## src/rtl/im_boot_loader_pkg.sv

```systemverilog
// Shared definitions for the instruction-memory boot loader.
package im_boot_loader_pkg;

    localparam int IM_DATA_W = 32;

    typedef enum logic [2:0] {
        S_IDLE,
        S_LEN_HI,
        S_LEN_LO,
        S_WORD,
        S_WRITE,
        S_DONE,
        S_ERR
    } state_t;

endpackage

```

## src/rtl/im_boot_loader_word_asm.sv

```systemverilog
// Big-endian word assembler: shifts bytes in MSB-first and flags the 4th byte of a word.
module im_word_asm
    import im_boot_loader_pkg::*;
(
    input  logic                 clk,
    input  logic                 rst_n,
    input  logic                 clear,
    input  logic                 shift_en,
    input  logic [7:0]           byte_in,
    output logic [IM_DATA_W-1:0] word,
    output logic                 last_byte
);

    logic [1:0] byte_idx;

    always_ff @(posedge clk or negedge rst_n) begin
        if (!rst_n) begin
            word     <= '0;
            byte_idx <= 2'd0;
        end else if (clear) begin
            byte_idx <= 2'd0;
        end else if (shift_en) begin
            word     <= {word[IM_DATA_W-9:0], byte_in};
            byte_idx <= byte_idx + 2'd1;
        end
    end

    // High in the same cycle the completing byte is shifted in.
    assign last_byte = shift_en && (byte_idx == 2'd3);

endmodule

```

## src/rtl/im_boot_loader.sv

```systemverilog
// Loads a length-prefixed big-endian word image from a byte stream into instruction memory.
module im_boot_loader
    import im_boot_loader_pkg::*;
#(
    parameter int ADDR_W      = 10,
    parameter int TIMEOUT_CYC = 100000
) (
    input  logic                 clk,
    input  logic                 rst_n,
    input  logic                 start,
    input  logic [7:0]           rx_data,
    input  logic                 rx_valid,
    output logic                 rx_ready,
    output logic                 im_we,
    output logic [ADDR_W-1:0]    im_waddr,
    output logic [IM_DATA_W-1:0] im_wdata,
    output logic                 cpu_hold,
    output logic                 busy,
    output logic                 done,
    output logic                 err
);

    localparam int                IDLE_W    = $clog2(TIMEOUT_CYC + 1);
    localparam logic [IDLE_W-1:0] IDLE_LAST = IDLE_W'(TIMEOUT_CYC - 1);
    localparam logic [16:0]       MAX_WORDS = 17'(2 ** ADDR_W);

    state_t                 state, next_state;
    logic [7:0]             len_hi;
    logic [15:0]            len;
    logic [ADDR_W-1:0]      word_cnt;
    logic [IDLE_W-1:0]      idle_cnt;
    logic [IM_DATA_W-1:0]   word;
    logic                   last_byte;
    logic                   take;
    logic                   waiting;
    logic                   timeout;
    logic                   len_bad;
    logic                   last_word;
    logic [15:0]            len_in;

    assign waiting   = (state == S_LEN_HI) || (state == S_LEN_LO) || (state == S_WORD);
    assign take      = rx_valid && waiting;
    assign len_in    = {len_hi, rx_data};
    assign len_bad   = (len_in == 16'd0) || ({1'b0, len_in} > MAX_WORDS);
    assign timeout   = waiting && !take && (idle_cnt == IDLE_LAST);
    assign last_word = (16'(word_cnt) == (len - 16'd1));

    im_word_asm u_word_asm (
        .clk       (clk),
        .rst_n     (rst_n),
        .clear     (state == S_LEN_LO),
        .shift_en  ((state == S_WORD) && take),
        .byte_in   (rx_data),
        .word      (word),
        .last_byte (last_byte)
    );

    always_ff @(posedge clk or negedge rst_n) begin
        if (!rst_n) begin
            state <= S_IDLE;
        end else begin
            state <= next_state;
        end
    end

    always_comb begin
        next_state = state;
        rx_ready   = waiting;
        im_we      = 1'b0;
        im_waddr   = word_cnt;
        im_wdata   = '0;
        cpu_hold   = 1'b1;
        busy       = 1'b0;
        done       = 1'b0;
        err        = 1'b0;
        case (state)
            S_IDLE: begin
                if (start) next_state = S_LEN_HI;
            end
            S_LEN_HI: begin
                busy = 1'b1;
                if (timeout)   next_state = S_ERR;
                else if (take) next_state = S_LEN_LO;
            end
            S_LEN_LO: begin
                busy = 1'b1;
                if (timeout)   next_state = S_ERR;
                else if (take) next_state = len_bad ? S_ERR : S_WORD;
            end
            S_WORD: begin
                busy = 1'b1;
                if (timeout)        next_state = S_ERR;
                else if (last_byte) next_state = S_WRITE;
            end
            S_WRITE: begin
                busy       = 1'b1;
                im_we      = 1'b1;
                im_wdata   = word;
                next_state = last_word ? S_DONE : S_WORD;
            end
            S_DONE: begin
                done     = 1'b1;
                cpu_hold = 1'b0;
                if (start) next_state = S_LEN_HI;
            end
            S_ERR: begin
                err = 1'b1;
                if (start) next_state = S_LEN_HI;
            end
            default: next_state = S_IDLE;
        endcase
    end

    // The idle counter restarts on every accepted byte and whenever a new load begins.
    always_ff @(posedge clk or negedge rst_n) begin
        if (!rst_n) begin
            len_hi   <= 8'd0;
            len      <= 16'd0;
            word_cnt <= '0;
            idle_cnt <= '0;
        end else begin
            if ((state == S_LEN_HI) && take) begin
                len_hi <= rx_data;
            end
            if ((state == S_LEN_LO) && take) begin
                len      <= len_in;
                word_cnt <= '0;
            end
            if (state == S_WRITE) begin
                word_cnt <= word_cnt + ADDR_W'(1);
            end
            if (take || ((next_state == S_LEN_HI) && (state != S_LEN_HI))) begin
                idle_cnt <= '0;
            end else if (waiting) begin
                idle_cnt <= idle_cnt + IDLE_W'(1);
            end
        end
    end

endmodule

```

## config.mk

```make
export PLATFORM = sky130hd
export DESIGN_NAME = im_boot_loader
export DESIGN_NICKNAME = d
export VERILOG_FILES = /design/src/rtl/im_boot_loader_pkg.sv /design/src/rtl/im_boot_loader_word_asm.sv /design/src/rtl/im_boot_loader.sv
export SDC_FILE = /design/constraint.sdc
export NUM_CORES = 1
export LEC_CHECK = 0
export ABC_AREA = 1
export CORE_MARGIN = 2
export CORE_UTILIZATION = 30
export CTS_BUF_LIST = sky130_fd_sc_hd__clkbuf_4
export DETAILED_ROUTE_END_ITERATION = 10
export SLEW_MARGIN = 20
export SYNTH_ARGS = -nofsm -noshare
export SYNTH_HDL_FRONTEND = slang
export SYNTH_SLANG_ARGS = --single-unit
```

## constraint.sdc

```tcl
create_clock -name clk -period 2.5 [get_ports clk]
set_clock_uncertainty 0.05 [all_clocks]
set_input_delay 0.625 -clock clk [delete_from_list [all_inputs] [get_ports clk]]
set_output_delay 0.625 -clock clk [all_outputs]
set_load 0.05 [all_outputs]
```

== Word level (Yosys, flattened, before mapping) ==
Cells that the tools add are included.
Operators by class
  add/subtract/negate cells: 4
  $lt $le $gt $ge: 1
  equal/unequal tests: 11
  mux-type cells: 22
  bitwise logic cells: 1
  reductions and logical operators: 21
Operators with widths (count)
  $mux W17: 2
  $mux W32: 1
  $mux W3: 9
  $mux W10: 2
  $add A17 B1 Y17 const B: 1
  $eq A17 B17 Y1 const B: 1
  $eq A10 B16 Y1: 1
  $gt A16 B11 Y1 const B: 1
  $logic_not A16 Y1: 1
  $sub A16 B1 Y16 const B: 1
  $pmux W3 S5: 1
  $add A10 B1 Y10 const B: 1
  $eq A3 B3 Y1 const B: 3
  $logic_and A1 B1 Y1: 8
  $eq A3 B1 Y1 const B: 2
  $eq A3 B2 Y1 const B: 2
  $reduce_bool A2 Y1: 3
  $mux W1: 5
  $logic_or A1 B1 Y1: 4
  $mux W2: 2
  $reduce_or A4 Y1: 1
  $logic_not A3 Y1: 1
  $ne A3 B1 Y1 const B: 1
  $reduce_or A3 Y1: 1
  5 further kinds: 5
Storage, ports and cells
  flip-flop bits (word level): 88
  input bits: 12
  output and inout port bits: 48
  logic and storage cells: 67

== Logic depth before layout (Yosys ltp) ==
  depth in word-level cells: 13
  depth in mapped cells: 20

== Cells and area by module ==
A second synthesis with hierarchy kept.
Second synthesis, totals
  cells, all modules: 736
  area, all modules: 5367.6 um^2
Modules (own cells, without submodules)
  im_boot_loader: times used 1, cells an instance 583, area each 3868.7 um^2
  im_word_asm: times used 1, cells an instance 153, area each 1498.9 um^2

== Worst setup path after synthesis ==
No wires, ideal clock.
  path type: register to output
  start point: reg state[2]
  end point: out im_wdata[10]
  arrival time: 2.385 ns
  required time: 1.825 ns
  path slack: -0.560 ns
  stages on the path, launching flop included: 9
  path buffers: 2
  cells stage by stage: dfrtp_1 > inv_2 > nor2_1 > inv_1 > nor2_2 > inv_1 > buf_2 > buf_1 > nor2_1
Between the ends
  cells in the longest elaborated chain, start to end: 2
RTL lines
  start, declared: RTL line im_boot_loader.sv:27  | state_t state, next_state;
  start signal, assigned: RTL line im_boot_loader.sv:62  | state <= next_state;
  $eq A3 B3 Y1: RTL line im_boot_loader.sv:76  | case (state)
  $mux W32: RTL line im_boot_loader.sv:76
  end, declared: RTL line im_boot_loader.sv:16  | output logic [IM_DATA_W-1:0] im_wdata,
Every way passes these cells.

== Worst setup path in the final report ==
  start point: reg state[2]
  end point: out im_wdata[7]
The elaborated chain is that of the path after synthesis.

==> out/qor.csv <==
stage,metric,value,unit
outcome,status,"complete, but fails checks",
outcome,violations,setup timing,
synthesis,ys_seq_area_frac,0.4425,
timing,relSlewSlack,0.6439,
grt,antenna_found_initial,1,
synthesis,syn-num-nets,700,
layout,drive_above_1_share,0.2298,
cts,cts_buffer_depth,2,
cts,numClockSinks,88,
power_and_ir_drop,ir_drop,646.3,uV
synthesis,netlist_area,4976,um2
drt,vias,4652,
timing,hold_viol_final,0,
placement,io_buffers,59,
setup_path,worstPathMaxFanout,8,
cts,htreeDepth,3,
setup_path,endpoint_kind,output port,
floorplan,die_h,132.8,um
setup_path,worstPathCellList,inv_2 > nor2_4 > inv_2 > nor2_4 > clkinv_4 > buf_16 > nor2_4 > buf_12,
placement,placed_cells,965,
floorplan,core,16410,um2
floorplan,initial_core_util,0.3033,
setup_path,critPathMostFrequentCell,nor2_4,
layout,fin_nets,790,
drt,drt_pre_antenna_iters,9,
timing,setup_slack,-36.61,ps
placement,hpwl,9.206,mm
layout,final-instance-count-excl-fill,1000,
drt,vias_per_cell,4.652,
synthesis,ys_warn_count,0,
setup_path,cp-start-kind,register,
drt,drtAntennaViolNets,0,
drt,drc,0,
placement,place_ws,-274.4,ps
timing,slew_violations,0,
floorplan,die_w,132.8,um
power_and_ir_drop,power_density,958.9,nW/um2
run,max_cap_violations,0,
synthesis,yosysUniqueCellTypes,34,
timing,fin_crit_sh,1.015,
cts,root_buffer,clkbuf_4,
drt,dr.first_iter.drc_count,257,
setup_path,cp_slowest_cell,dfrtp_1,
power_and_ir_drop,leakage,3.255,nW
power_and_ir_drop,power,6.766,mW
placement,gp_congestion,0.8634,
synthesis,ys.flop_type,dfrtp_1,
timing,tightest_slew,529.3,ps
grt,overflow,0,
timing,rsz0062_at_grt,true,
cts,hold_buffers,0,
setup_path,crit_path_max_incr_delay,410,ps
grt,grt_max_degree,89,
synthesis,syn_inst,684,
hold_path,hold_path_class,primary input to asynchronous set/reset pin,
timing,period_needed,2537,ps
timing,clock.fmax,0.3942,GHz
cts,cts.clk_slew.worst_paths,160,ps
layout,final_core_util,0.4300,
synthesis,synth-async-reset-ratio,1.000,
drt,wl,13.32,mm
grt,grt_pass1_vias,4279,
floorplan,num_rows,47,
drt,wl_per_cell,13.32,um
timing,setup_viol_count_final,31,
setup_path,worstSetupPathType,register to output port,
timing,setup_tns,-392.2,ps
floorplan,dieArea,17630,um2
layout,area_growth,41.79,%
floorplan,boundaryPins,60,
synthesis,synth_edf_count,0,
cts,numCtsBuffers,9,
grt,grt_first_pass_wirelength,21.29,mm
cts,clock_latency,480,ps
grt,grt.total_usage,0.1508,
setup_path,required,1820,ps
cts,tritoncts,done,
setup_path,worstPathArrival,1860,ps
synthesis,ys_ff_latch,88,
synthesis,syn_area_per_cell,7.275,um2
[per-layer routing]
layer	vias up	wire length, um	global-route usage
met5	-	0	0
met4	0	276	0.04659
met3	15	503	0.03831
met2	91	6634	0.2530
met1	2197	5909	0.1912
li1	2349	-	-
[state kept, by name, indices dropped and copies added, names as in the netlist]
register             count
im_waddr                10
idle_cnt                17
u_word_asm.byte_idx      2
len                     16
len_hi                   8
state                    3
u_word_asm.word         32
[power breakdown]
group	internal (mW)	switching, mW
clock network	0.314	0.554
logic	1.31	2.27
registers	1.91	0.416
total	3.53	3.24
[stage by stage]
stage	cell area [um2]	hold slack [ps]
floorplan	5210	279.4
detailed placement	6510	422.5
global placement	6510	415.7
CTS	6778	118.7
finish	7056	100.9
global route	7056	118.6
[Yosys cell counts (all sizes together), types with 4 or more instances]
master	n	area, um2
nand2	160	618.1
inv	112	420.4
nor2	100	407.9
dfrtp	88	2202
o21ai	70	350.3
nand3	46	230.2
nand4	28	175.2
xor2	18	157.7
clkbuf	12	45.04
buf	11	71.31
nor4	9	56.30
a21oi	8	43.79
nor3	7	46.30
ha	4	50.05
[worst paths after layout]
kind	start	cells past startpoint	slack, ps	to
setup reg to reg	len[1]	18	110	idle_cnt[11]
hold / removal	rst_n	2	100	len[9]
max in group asynchronous	rst_n	2	1900	idle_cnt[8]
setup / recovery	state[2]	8	-40	im_wdata[7]
hold reg to reg	idle_cnt[0]	1	440	idle_cnt[0]
min in group clk	idle_cnt[0]	1	440	idle_cnt[0]
[timing repair]
item	in CTS	in global routing
resized for setup	24	39
pin swaps	6	15
setup endpoints to repair	40	56
gates cloned	2	3
buffers inserted	3	11
[cell type report]
class / count / area (um2)
clock inverters: 7 / 78.83
clock buffers: 9 / 67.56
well taps: 220 / 275.3
diodes: 1 / 2.502
flip-flops and latches: 88 / 2207
repair buffers: 99 / 1349
multi-input cells: 463 / 2646
inverters: 113 / 429.2
fillers: 1671 / 9351
[kinds of logic after synthesis]
group,share of synthesized area
simple gates,0.3098
compound gates,0.08700
fa+ha+maj,0.01006
mux,0.004023
flops,0.4425
buf+inv,0.1086
xor+xnor,0.03797
[critical path, delay by kind of cell (launching register included)]
kind,cells,cell delay (ps)
buf+inv,5,600
flops,1,410
simple gates,3,370
[cell usage in the layout (no fill, tap or decap), types with 2 or more instances in the layout]
| master | instances |
|---|---|
| a21oi_1 | 7 |
| buf_12 | 39 |
| buf_16 | 3 |
| buf_4 | 36 |
| clkbuf_4 | 9 |
| clkdlybuf4s50_1 | 11 |
| clkinv_4 | 2 |
| clkinvlp_4 | 2 |
| dfrtp_1 | 84 |
| dfrtp_2 | 4 |
| dlygate4sd2_1 | 5 |
| dlymetal6s2s_1 | 4 |
| ha_1 | 3 |
| inv_1 | 100 |
| inv_2 | 11 |
| mux2i_1 | 2 |
| nand2_1 | 151 |
| nand2_2 | 6 |
| nand2_4 | 2 |
| nand2_8 | 4 |
| nand3_1 | 40 |
| nand3_2 | 6 |
| nand4_1 | 28 |
| nor2_1 | 54 |
| nor2_2 | 7 |
| nor2_4 | 39 |
| nor3_1 | 6 |
| nor4_1 | 9 |
| o21ai_0 | 66 |
| o21ai_1 | 3 |
| o22ai_1 | 2 |
| xor2_1 | 18 |
No activity file was read; power rests on OpenSTA's default activity.
